File: config.mk
export PLATFORM = sky130hd
export DESIGN_NAME = rs75_encoder
export DESIGN_NICKNAME = d
export VERILOG_FILES = /design/src/rtl/rs75_encoder.sv
export SDC_FILE = /design/constraint.sdc
export NUM_CORES = 1
export LEC_CHECK = 0
export CORE_MARGIN = 5
export CORE_UTILIZATION = 35
export CTS_BUF_LIST = sky130_fd_sc_hd__clkbuf_8
export CTS_CLUSTER_SIZE = 40
export DETAILED_ROUTE_END_ITERATION = 10
export GPL_TIMING_DRIVEN = 0
export SLEW_MARGIN = 20
export SYNTH_ARGS = -nofsm -noshare
export SYNTH_HDL_FRONTEND = slang
export SYNTH_SLANG_ARGS = --single-unit
File: constraint.sdc
create_clock -name clk -period 5.2 [get_ports clk]
set_input_delay 1.04 -clock clk [delete_from_list [all_inputs] [get_ports clk]]
set_output_delay 1.04 -clock clk [all_outputs]
set_load 0.05 [all_outputs]
File: src/rtl/rs75_encoder.sv
// rs75_encoder
// Streaming systematic Reed-Solomon RS(7,5) encoder over GF(2^3), field
// polynomial x^3+x+1, generator g(x) = x^2 + 6x + 3. Five message symbols
// are accepted one per handshake and forwarded unchanged, followed by the
// two parity symbols r1 and r0. Every codeword has zero syndromes at
// alpha and alpha^2.
//
// Ports:
//   clk        in   rising-edge clock
//   rst_n      in   asynchronous active-low reset
//   in_valid   in   message symbol valid
//   in_ready   out  a message symbol is accepted this cycle
//   in_sym     in   message symbol, highest-degree coefficient first
//   out_valid  out  codeword symbol valid
//   out_ready  in   downstream accepts the current symbol
//   out_sym    out  codeword symbol, highest degree first
//   out_last   out  high with the final parity symbol
//   chk_err    out  sticky syndrome-check error (RS75_ENC_SELFCHECK_EN only)
//
// Configuration:
//   RS75_ENC_SELFCHECK_EN  adds the chk_err port and Horner syndrome
//                          accumulators over the emitted stream.
//   SYMBOL_WIDTH / N       global macros, default 3 / 7.

`ifndef SYMBOL_WIDTH
`define SYMBOL_WIDTH 3
`endif
`ifndef N
`define N 7
`endif

module rs75_encoder (
    input  logic                     clk,
    input  logic                     rst_n,
    input  logic                     in_valid,
    output logic                     in_ready,
    input  logic [`SYMBOL_WIDTH-1:0] in_sym,
    output logic                     out_valid,
    input  logic                     out_ready,
    output logic [`SYMBOL_WIDTH-1:0] out_sym,
    output logic                     out_last
`ifdef RS75_ENC_SELFCHECK_EN
    ,
    output logic                     chk_err
`endif
);

    localparam int SW = `SYMBOL_WIDTH;
    localparam int K  = `N - 2;

    typedef enum logic [1:0] {
        MSG  = 2'd0,
        PAR1 = 2'd1,
        PAR2 = 2'd2
    } state_t;

    // Multiply by alpha: shift up one degree and fold x^3 back as x+1.
    function automatic logic [SW-1:0] gfMulAlpha(input logic [SW-1:0] a);
        return {a[1], a[0] ^ a[2], a[2]};
    endfunction

    // Constant multipliers built from the alpha step; pure XOR networks.
    function automatic logic [SW-1:0] gfMul3(input logic [SW-1:0] a);
        return gfMulAlpha(a) ^ a;
    endfunction

    function automatic logic [SW-1:0] gfMul4(input logic [SW-1:0] a);
        return gfMulAlpha(gfMulAlpha(a));
    endfunction

    function automatic logic [SW-1:0] gfMul6(input logic [SW-1:0] a);
        return gfMul4(a) ^ gfMulAlpha(a);
    endfunction

    state_t          state_q;
    logic [2:0]      cnt_q;
    logic [SW-1:0]   r1_q;
    logic [SW-1:0]   r0_q;
    logic [SW-1:0]   r1_d;
    logic [SW-1:0]   r0_d;
    logic [SW-1:0]   fb;
    logic [SW-1:0]   out_sym_q;
    logic            out_valid_q;
    logic            out_last_q;
    logic            slotFree;
    logic            inFire;

    // The single output register may be reloaded when it is empty or is
    // being drained on this same edge, which avoids a bubble.
    assign slotFree = !out_valid_q || out_ready;
    assign in_ready = (state_q == MSG) && slotFree;
    assign inFire   = in_valid && in_ready;

    // Parity LFSR next state: division of m(x)*x^2 by g(x).
    assign fb   = in_sym ^ r1_q;
    assign r1_d = r0_q ^ gfMul6(fb);
    assign r0_d = gfMul3(fb);

    assign out_valid = out_valid_q;
    assign out_sym   = out_sym_q;
    assign out_last  = out_last_q;

    always_ff @(posedge clk or negedge rst_n) begin
        if (!rst_n) begin
            state_q     <= MSG;
            cnt_q       <= 3'd0;
            r1_q        <= '0;
            r0_q        <= '0;
            out_sym_q   <= '0;
            out_valid_q <= 1'b0;
            out_last_q  <= 1'b0;
        end else begin
            case (state_q)
                MSG: begin
                    if (inFire) begin
                        out_sym_q   <= in_sym;
                        out_valid_q <= 1'b1;
                        out_last_q  <= 1'b0;
                        r1_q        <= r1_d;
                        r0_q        <= r0_d;
                        if (cnt_q == 3'(K - 1)) begin
                            cnt_q   <= 3'd0;
                            state_q <= PAR1;
                        end else begin
                            cnt_q   <= cnt_q + 3'd1;
                        end
                    end else if (out_ready) begin
                        out_valid_q <= 1'b0;
                    end
                end
                PAR1: begin
                    if (slotFree) begin
                        out_sym_q   <= r1_q;
                        out_valid_q <= 1'b1;
                        out_last_q  <= 1'b0;
                        state_q     <= PAR2;
                    end
                end
                PAR2: begin
                    // Clearing the LFSR here lets the next codeword start
                    // on the following edge.
                    if (slotFree) begin
                        out_sym_q   <= r0_q;
                        out_valid_q <= 1'b1;
                        out_last_q  <= 1'b1;
                        r1_q        <= '0;
                        r0_q        <= '0;
                        cnt_q       <= 3'd0;
                        state_q     <= MSG;
                    end
                end
                default: begin
                    state_q <= MSG;
                end
            endcase
        end
    end

`ifdef RS75_ENC_SELFCHECK_EN
    logic [SW-1:0] s1_q;
    logic [SW-1:0] s2_q;
    logic [SW-1:0] s1Next;
    logic [SW-1:0] s2Next;
    logic          chk_err_q;
    logic          outFire;

    // Horner evaluation of the emitted codeword at alpha and alpha^2.
    assign outFire = out_valid_q && out_ready;
    assign s1Next  = gfMulAlpha(s1_q) ^ out_sym_q;
    assign s2Next  = gfMul4(s2_q) ^ out_sym_q;
    assign chk_err = chk_err_q;

    // The error flag folds in the final symbol and stays set until reset.
    always_ff @(posedge clk or negedge rst_n) begin
        if (!rst_n) begin
            s1_q      <= '0;
            s2_q      <= '0;
            chk_err_q <= 1'b0;
        end else if (outFire) begin
            if (out_last_q) begin
                chk_err_q <= chk_err_q | (|(s1Next | s2Next));
                s1_q      <= '0;
                s2_q      <= '0;
            end else begin
                s1_q      <= s1Next;
                s2_q      <= s2Next;
            end
        end
    end
`endif

endmodule
==> summary.txt, run 1 <==
Outcome
  • Status: finished clean

Drt
  • Routed vias: 687
  • # DRC: 0
  • First drt pass iteration count: 4
  • Vias per inst: 4.872
  • Final ANT Viol Nets: 0
  • Initial DRC count: 13
  • Routed len/inst: 13.29 um
  • Final wirelength: 1874 um

Clock tree
  • Clock tree buffer depth: 2
  • CTS resizes: 0
  • CTS clk-pin slew, worst paths: 0.07 ns
  • H-tree depth reported by CTS: 1
  • CTS buffer count: 3
  • Post CTS Setup Buffer Count: 0
  • CTS root buffer: clkbuf_8
  • Clock sink count: 16
  • Hold bufs inserted after CTS: 0
  • CTS tree: yes
  • Skew-Pair Late Insertion Delay: 0.25 ns

STA
  • Final setup vio count: 0
  • Period utilisation layout: 72.19%
  • F_max: 0.2664 GHz
  • Worst-Margin Slew: 0.7449 ns
  • Layout Skew: 0.002696 ns
  • Max-slew violations: 0
  • RSZ-0062 raised after global routing: false
  • Final worst slack: 1.446 ns
  • Min cycle time layout: 3.754 ns
  • Sum Neg Setup Slack: 0 ns
  • Hold Slack: 0.5117 ns
  • Fin. Hold Viols: 0
  • Max-slew headroom: 50.18%

Synth
  • Multiplexer area fraction after synthesis: 8.214%
  • Yosys reg bits: 16
  • Post-synthesis cell type count: 24
  • Post-synthesis sequential area ratio: 41.72%
  • Largest family of logic cells by synthesized area: compound AO/OA/AOI/OAI gates
  • Mapped Cells: 94
  • Syn nets: 109
  • Post-synthesis adder-cell area fraction: 10.43%
  • Simple-gate portion of the synthesized area: 10.30%
  • Synth Area in XOR/XNOR: 11.47%
  • Mean Syn Cell Area: 10.21 um2
  • Synthesized cell area: 959.7 um2
  • Synth Area in Compound Gates: 15.12%
  • Ys Warns: 0

Worst setup path
  • CP Capture Type: output port
  • Startpoint types: input pin
  • CP max stage delay: 0.81 ns
  • Worst Path Max Fanout: 5
  • CP max-delay cell: clkdlybuf4s50_1
  • Critical-path cell list: clkdlybuf4s50_1 > nand2b_1 > and2_1 > clkdlybuf4s50_1
  • Worst EP required: 4.16 ns
  • Critical path class: in2out
  • Worst Path Arrival: 2.71 ns
  • Most Frequent Cell on Critical Path: clkdlybuf4s50_1

Power and ir drop
  • Pwr dens: 702.5 nW/um2
  • Total power: 824.5 uW
  • LEAKAGE: 0.0005191 uW
  • Max VDD drop: 0.5102 mV

Placement
  • GPL Wtd Cong: 0.7964
  • Post-DP Area: 1119 um2
  • IO buf count: 12
  • Post-Place Setup Slack: 1.455 ns
  • Hpwl dp: 1407 um

Finish
  • Nets: 126
  • Area delta synth->final: 22.30%
  • Area occupied by multi-input gates: 533.0 um2
  • Antenna cells: 0
  • Share of layout cells above drive strength 1: 11.82%
  • Fin area: 1174 um2
  • FF/Latch Area: 400.4 um2
  • Fill cells: 268

Floorplanning
  • DIE WIDTH: 62.37 um
  • Die Height: 62.37 um
  • Row cnt: 19
  • Io pins: 13
  • Core ar.: 2686 um2
  • Initial Util: 35.72%
  • Die footprint: 3889 um2

GRT
  • GR Overflow Total: 0
  • Vias in the first global route: 738
  • Pin count of the biggest net entering global routing: 17
  • Initial antenna violation count: 0
  • Global router's overall resource usage: 10.61%
  • First-pass GRT wire length: 3353 um

Worst hold path
  • HP Class: reg2reg

Flow run
  • Maxcap violations: 0
[Yosys cell counts]
cell type | count | area share, %
a21oi_1 | 7 | 3.7
a21oi_2 | 1 | 0.91
a22o_1 | 2 | 1.8
a22oi_1 | 4 | 3.1
and2_1 | 1 | 0.65
and4b_1 | 1 | 1.0
clkbuf_1 | 1 | 0.39
dfrtp_1 | 16 | 42
ha_1 | 8 | 10
inv_1 | 6 | 2.3
mux2_2 | 7 | 8.2
nand2_1 | 10 | 3.9
nand2b_1 | 1 | 0.65
nand3b_1 | 1 | 0.78
nor2_1 | 7 | 2.7
nor3_1 | 1 | 0.52
o21ai_0 | 7 | 3.7
o21ai_1 | 1 | 0.52
o21bai_1 | 1 | 0.78
o22ai_1 | 1 | 0.65
xnor2_1 | 6 | 5.5
xnor2_2 | 1 | 1.7
xor2_1 | 2 | 1.8
xor3_1 | 1 | 2.5
[stage by stage]
| step | std cells | utilization [%] |
|---|---|---|
| 2_1_floorplan | 94 | - |
| 3_3_place_gp | 137 | 41.64 |
| 3_5_place_dp | 137 | 41.64 |
| 4_1_cts | 141 | 43.69 |
| 5_1_grt | 141 | 43.69 |
| 6_report | 141 | 43.69 |
[placed cells by master (no fill, tap or decap), drive strengths merged]
| cell | n |
|---|---|
| and4b | 1 |
| a22oi | 4 |
| nand3b | 1 |
| ha | 8 |
| xnor2 | 7 |
| clkdlybuf4s50 | 12 |
| clkbuf | 5 |
| and2 | 1 |
| nor2 | 7 |
| dfrtp | 16 |
| o22ai | 1 |
| nand2b | 1 |
| a22o | 2 |
| xor2 | 2 |
| nand2 | 10 |
| inv | 6 |
| o21bai | 1 |
| mux2 | 7 |
| a21oi | 8 |
| o21ai | 8 |
| xor3 | 1 |
| nor3 | 1 |
[layer usage]
layer | global-route usage [%] | vias to the layer above | routed length, um
li1 | - | 356 | -
met1 | 13.68 | 316 | 940
met2 | 16.71 | 12 | 848
met3 | 3.063 | 3 | 58
met4 | 3.979 | 0 | 27
met5 | 0 | - | 0
[worst paths after layout]
kind	from	end	slack [ns]	cells after the start
hold reg to reg	out_sym[2]$_DFFE_PN0P_	out_sym[2]$_DFFE_PN0P_	0.51	1
max in group asynchronous	rst_n	state_q[1]$_DFFE_PN0P_	3.51	1
min in group asynchronous	rst_n	r1_q[0]$_DFFE_PN0P_	1.22	1
hold / removal	out_sym[2]$_DFFE_PN0P_	out_sym[2]$_DFFE_PN0P_	0.51	1
setup reg to reg	state_q[0]$_DFFE_PN0P_	state_q[1]$_DFFE_PN0P_	3.26	7
setup / recovery	out_ready	in_ready	1.45	4
[worst max-delay path: cells and delay by family]
kind	cells	cell delay, ns
simple gates	2	0.36
buf+inv	2	1.30
[flip-flops by register name (all words and copies together) (netlist names)]
signal / flops
r1_q: 3
out_sym: 3
out_valid: 1
cnt_q: 3
out_last: 1
r0_q: 3
state_q: 2
[cell type report]
type	instances	area share [%]
Timing Repair Buffer	12	10.23
Sequential cell	16	34.12
Tap cell	31	3.305
Inverter	6	1.919
Clock buffer	4	4.691
Buffer	1	0.3198
Multi-Input combinational cell	71	45.42
[power by group]
part           switching, uW  internal [uW]  total [uW]
Combinational            267            216         483
Sequential              46.1            181         227
Clock                   46.3           67.3         114
Total                    360            465         824
[cells by family after synthesis]
kind of cell | Yosys count
AND/OR/NAND/NOR | 22
XOR/XNOR | 10
buffers and inverters | 7
adder cells (fa/ha/maj) | 8
AO/OA/AOI/OAI | 24
flip-flops | 16
multiplexers | 7
(Power assumes the default switching activity.)
==> run 2: changes to the inputs <==
==> constraint.sdc (replaced) <==
create_clock -name clk -period 3.2 [get_ports clk]
set_input_delay 0.64 -clock clk [delete_from_list [all_inputs] [get_ports clk]]
set_output_delay 0.64 -clock clk [all_outputs]
set_load 0.05 [all_outputs]
==> results of run 2 <==
Same layout as run 1 (identical final DEF). Status: finished clean.
Main changes from that run: setup slack after placement 1.455 ns -> 0.2546 ns; setup slack after layout 1.446 ns -> 0.2463 ns; register-to-register setup slack 3.26 ns -> 1.26 ns; total power 824.5 uW -> 1340 uW; worst IR drop on VDD 0.5102 mV -> 0.8291 mV
==> run 3: changes to the inputs <==
--- a/config.mk
+++ b/config.mk
@@ -6,7 +6,7 @@
 export NUM_CORES = 1
 export LEC_CHECK = 0
 export CORE_MARGIN = 5
-export CORE_UTILIZATION = 35
+export CORE_UTILIZATION = 25
 export CTS_BUF_LIST = sky130_fd_sc_hd__clkbuf_8
 export CTS_CLUSTER_SIZE = 40
 export DETAILED_ROUTE_END_ITERATION = 10
==> summary.txt, run 3 (synthesis results as in run 1) <==
GRT
  • GR Layer Usage met1: 9.560%
  • Initial antenna violation count: 0
  • Met2 Use GR: 13.06%
  • Global router's overall resource usage: 8.001%
  • Pin count of the biggest net entering global routing: 17
  • Met3 Resource Use GR: 1.662%
  • Top Usage Layer GRT: met2
  • GR Overflow Total: 0
  • Vias in the first global route: 724
  • First-pass GRT wire length: 3263 um

STA
  • Max-slew headroom: 50.22%
  • Layout Skew: 0.001843 ns
  • Fin. Hold Viols: 0
  • Worst-Margin Slew: 0.7444 ns
  • F_max: 0.3410 GHz
  • Hold Slack: 0.5115 ns
  • RSZ-0062 raised after global routing: false
  • Max-slew violations: 0
  • Final setup vio count: 0
  • Sum Neg Setup Slack: 0 ns
  • Period utilisation layout: 91.65%
  • Min cycle time layout: 2.933 ns

Finish
  • Most frequent cells in the layout: 16 x dfrtp_1, 12 x clkdlybuf4s50_1, 10 x nand2_1, 8 x ha_1
  • FF/Latch Area: 400.4 um2
  • Nets: 126
  • Share of layout cells above drive strength 1: 11.82%
  • Commonest non-fill, non-tap cell in the layout: dfrtp_1
  • Antenna cells: 0
  • Area delta synth->final: 24.51%
  • Fill cells: 397
  • Post-Layout Cell Count: 158
  • Area occupied by multi-input gates: 533.0 um2

Worst hold path
  • HP Class: reg2reg
  • Hold path startpoint: out_sym[0]$_DFFE_PN0P_

Worst setup path
  • Reg2reg path depth: 7
  • CP max-delay cell: clkdlybuf4s50_1
  • Worst Path Max Fanout: 5
  • CP bufs+invs: 2
  • Worst Path Arrival: 2.29 ns
  • Most Frequent Cell on Critical Path: clkdlybuf4s50_1
  • Startpoint types: input pin
  • CP max stage delay: 0.81 ns
  • Flop-to-flop setup slack: 1.30 ns
  • Worst setup path endpoint: in_ready
  • CP delay by family, top: buffers and inverters
  • RR Startpoint: state_q[0]$_DFFE_PN0P_
  • Reg-to-reg endpoint: state_q[0]$_DFFE_PN0P_
  • CP Capture Type: output port
  • Critical-path cell list: clkdlybuf4s50_1 > nand2b_1 > and2_1 > clkdlybuf4s50_1
  • Critical path class: in2out
  • Worst EP required: 2.56 ns
  • Critical path depth: 4
  • Crit path launch: out_ready

Drt
  • # DRC: 0
  • Final wirelength: 1952 um
  • Routed len/inst: 12.35 um
  • Vias per inst: 4.671
  • Initial DRC count: 28
  • Routed vias: 738
  • Final ANT Viol Nets: 0
  • First drt pass iteration count: 4

Floorplanning
  • Die footprint: 5178 um2
  • Initial Util: 26.02%
  • Die Height: 71.96 um
  • DIE WIDTH: 71.96 um
  • Row cnt: 22
  • Core ar.: 3689 um2
  • Io pins: 13

Clock tree
  • Clock sink count: 16
  • CTS buffer count: 3
  • Hold bufs inserted after CTS: 0
  • CTS tree: yes
  • H-tree depth reported by CTS: 1
  • Post CTS Setup Buffer Count: 0
  • Skew-Pair Late Insertion Delay: 0.25 ns
  • Clock tree buffer depth: 2
  • CTS resizes: 0
  • CTS root buffer: clkbuf_8
  • CTS clk-pin slew, worst paths: 0.06 ns

Power and ir drop
  • LEAKAGE: 0.0005191 uW
  • Max VDD drop: 0.5422 mV
  • Pwr dens: 1122 nW/um2

Outcome
  • Status: finished clean

Placement
  • IO buf count: 12
  • Placed cell count: 154
  • Hpwl dp: 1457 um
  • GPL Wtd Cong: 0.7838

Flow run
  • Maxcap violations: 0
==> run 3: cell counts in the layout (fill, tap and decap cells not counted) <==
Identical to the previous run, type by type.
==> run 3: worst min-delay path by stage <==
| stage | cells past startpoint | to | slack (ns) |
|---|---|---|---|
| global placement | 1 | out_sym[0]$_DFFE_PN0P_ | 0.50 |
| finish | 1 | out_sym[0]$_DFFE_PN0P_ | 0.51 |
| floorplan | 0 | cnt_q[0]$_DFFE_PN0P_ | 0.34 |
| CTS | 1 | cnt_q[2]$_DFFE_PN0P_ | 0.52 |
| detailed placement | 1 | out_sym[0]$_DFFE_PN0P_ | 0.50 |
| global route | 1 | out_sym[0]$_DFFE_PN0P_ | 0.53 |
==> run 3: report_power, final <==
group | leakage (uW) | internal (uW) | switching [uW]
Clock | 0.0000288 | 109 | 74.0
Combinational | 0.000288 | 350 | 436
Sequential | 0.000202 | 295 | 76.2
==> run 3: worst register-to-register path: stages, from the launching register on <==
cell and delay [ns]:
dfrtp_1 0.41, inv_1 0.10, ha_1 0.20, clkbuf_1 0.20
nor2_1 0.13, o21bai_1 0.10, a22oi_1 0.28, mux2_2 0.37
==> run 3: through the flow <==
step / total power, uW / worst slack [ns] / cell area [um2] / util (%)
2_1_floorplan: 965.8 / 1.322 / 959.7 / -
3_3_place_gp: 1139 / 0.2810 / 1140 / 30.90
3_5_place_dp: 1162 / 0.2795 / 1140 / 30.90
4_1_cts: 1356 / 0.2629 / 1195 / 32.39
5_1_grt: 1441 / 0.1968 / 1195 / 32.39
6_report: 1340 / 0.2672 / 1195 / 32.39
==> run 3: area by class of cell <==
type | count | share of cell area [%]
multi-input combinational | 71 | 44.61
buffer | 1 | 0.3141
clock buffer | 4 | 4.607
inverter | 6 | 1.885
timing repair buffer | 12 | 10.05
sequential | 16 | 33.51
tap | 48 | 5.026
==> run 3: metal layers <==
layer	part of all wire [%]	vias to the layer above
met1	45	359
met2	49	21
met5	0	-
met4	1.8	0
li1	-	355
met3	4.7	3
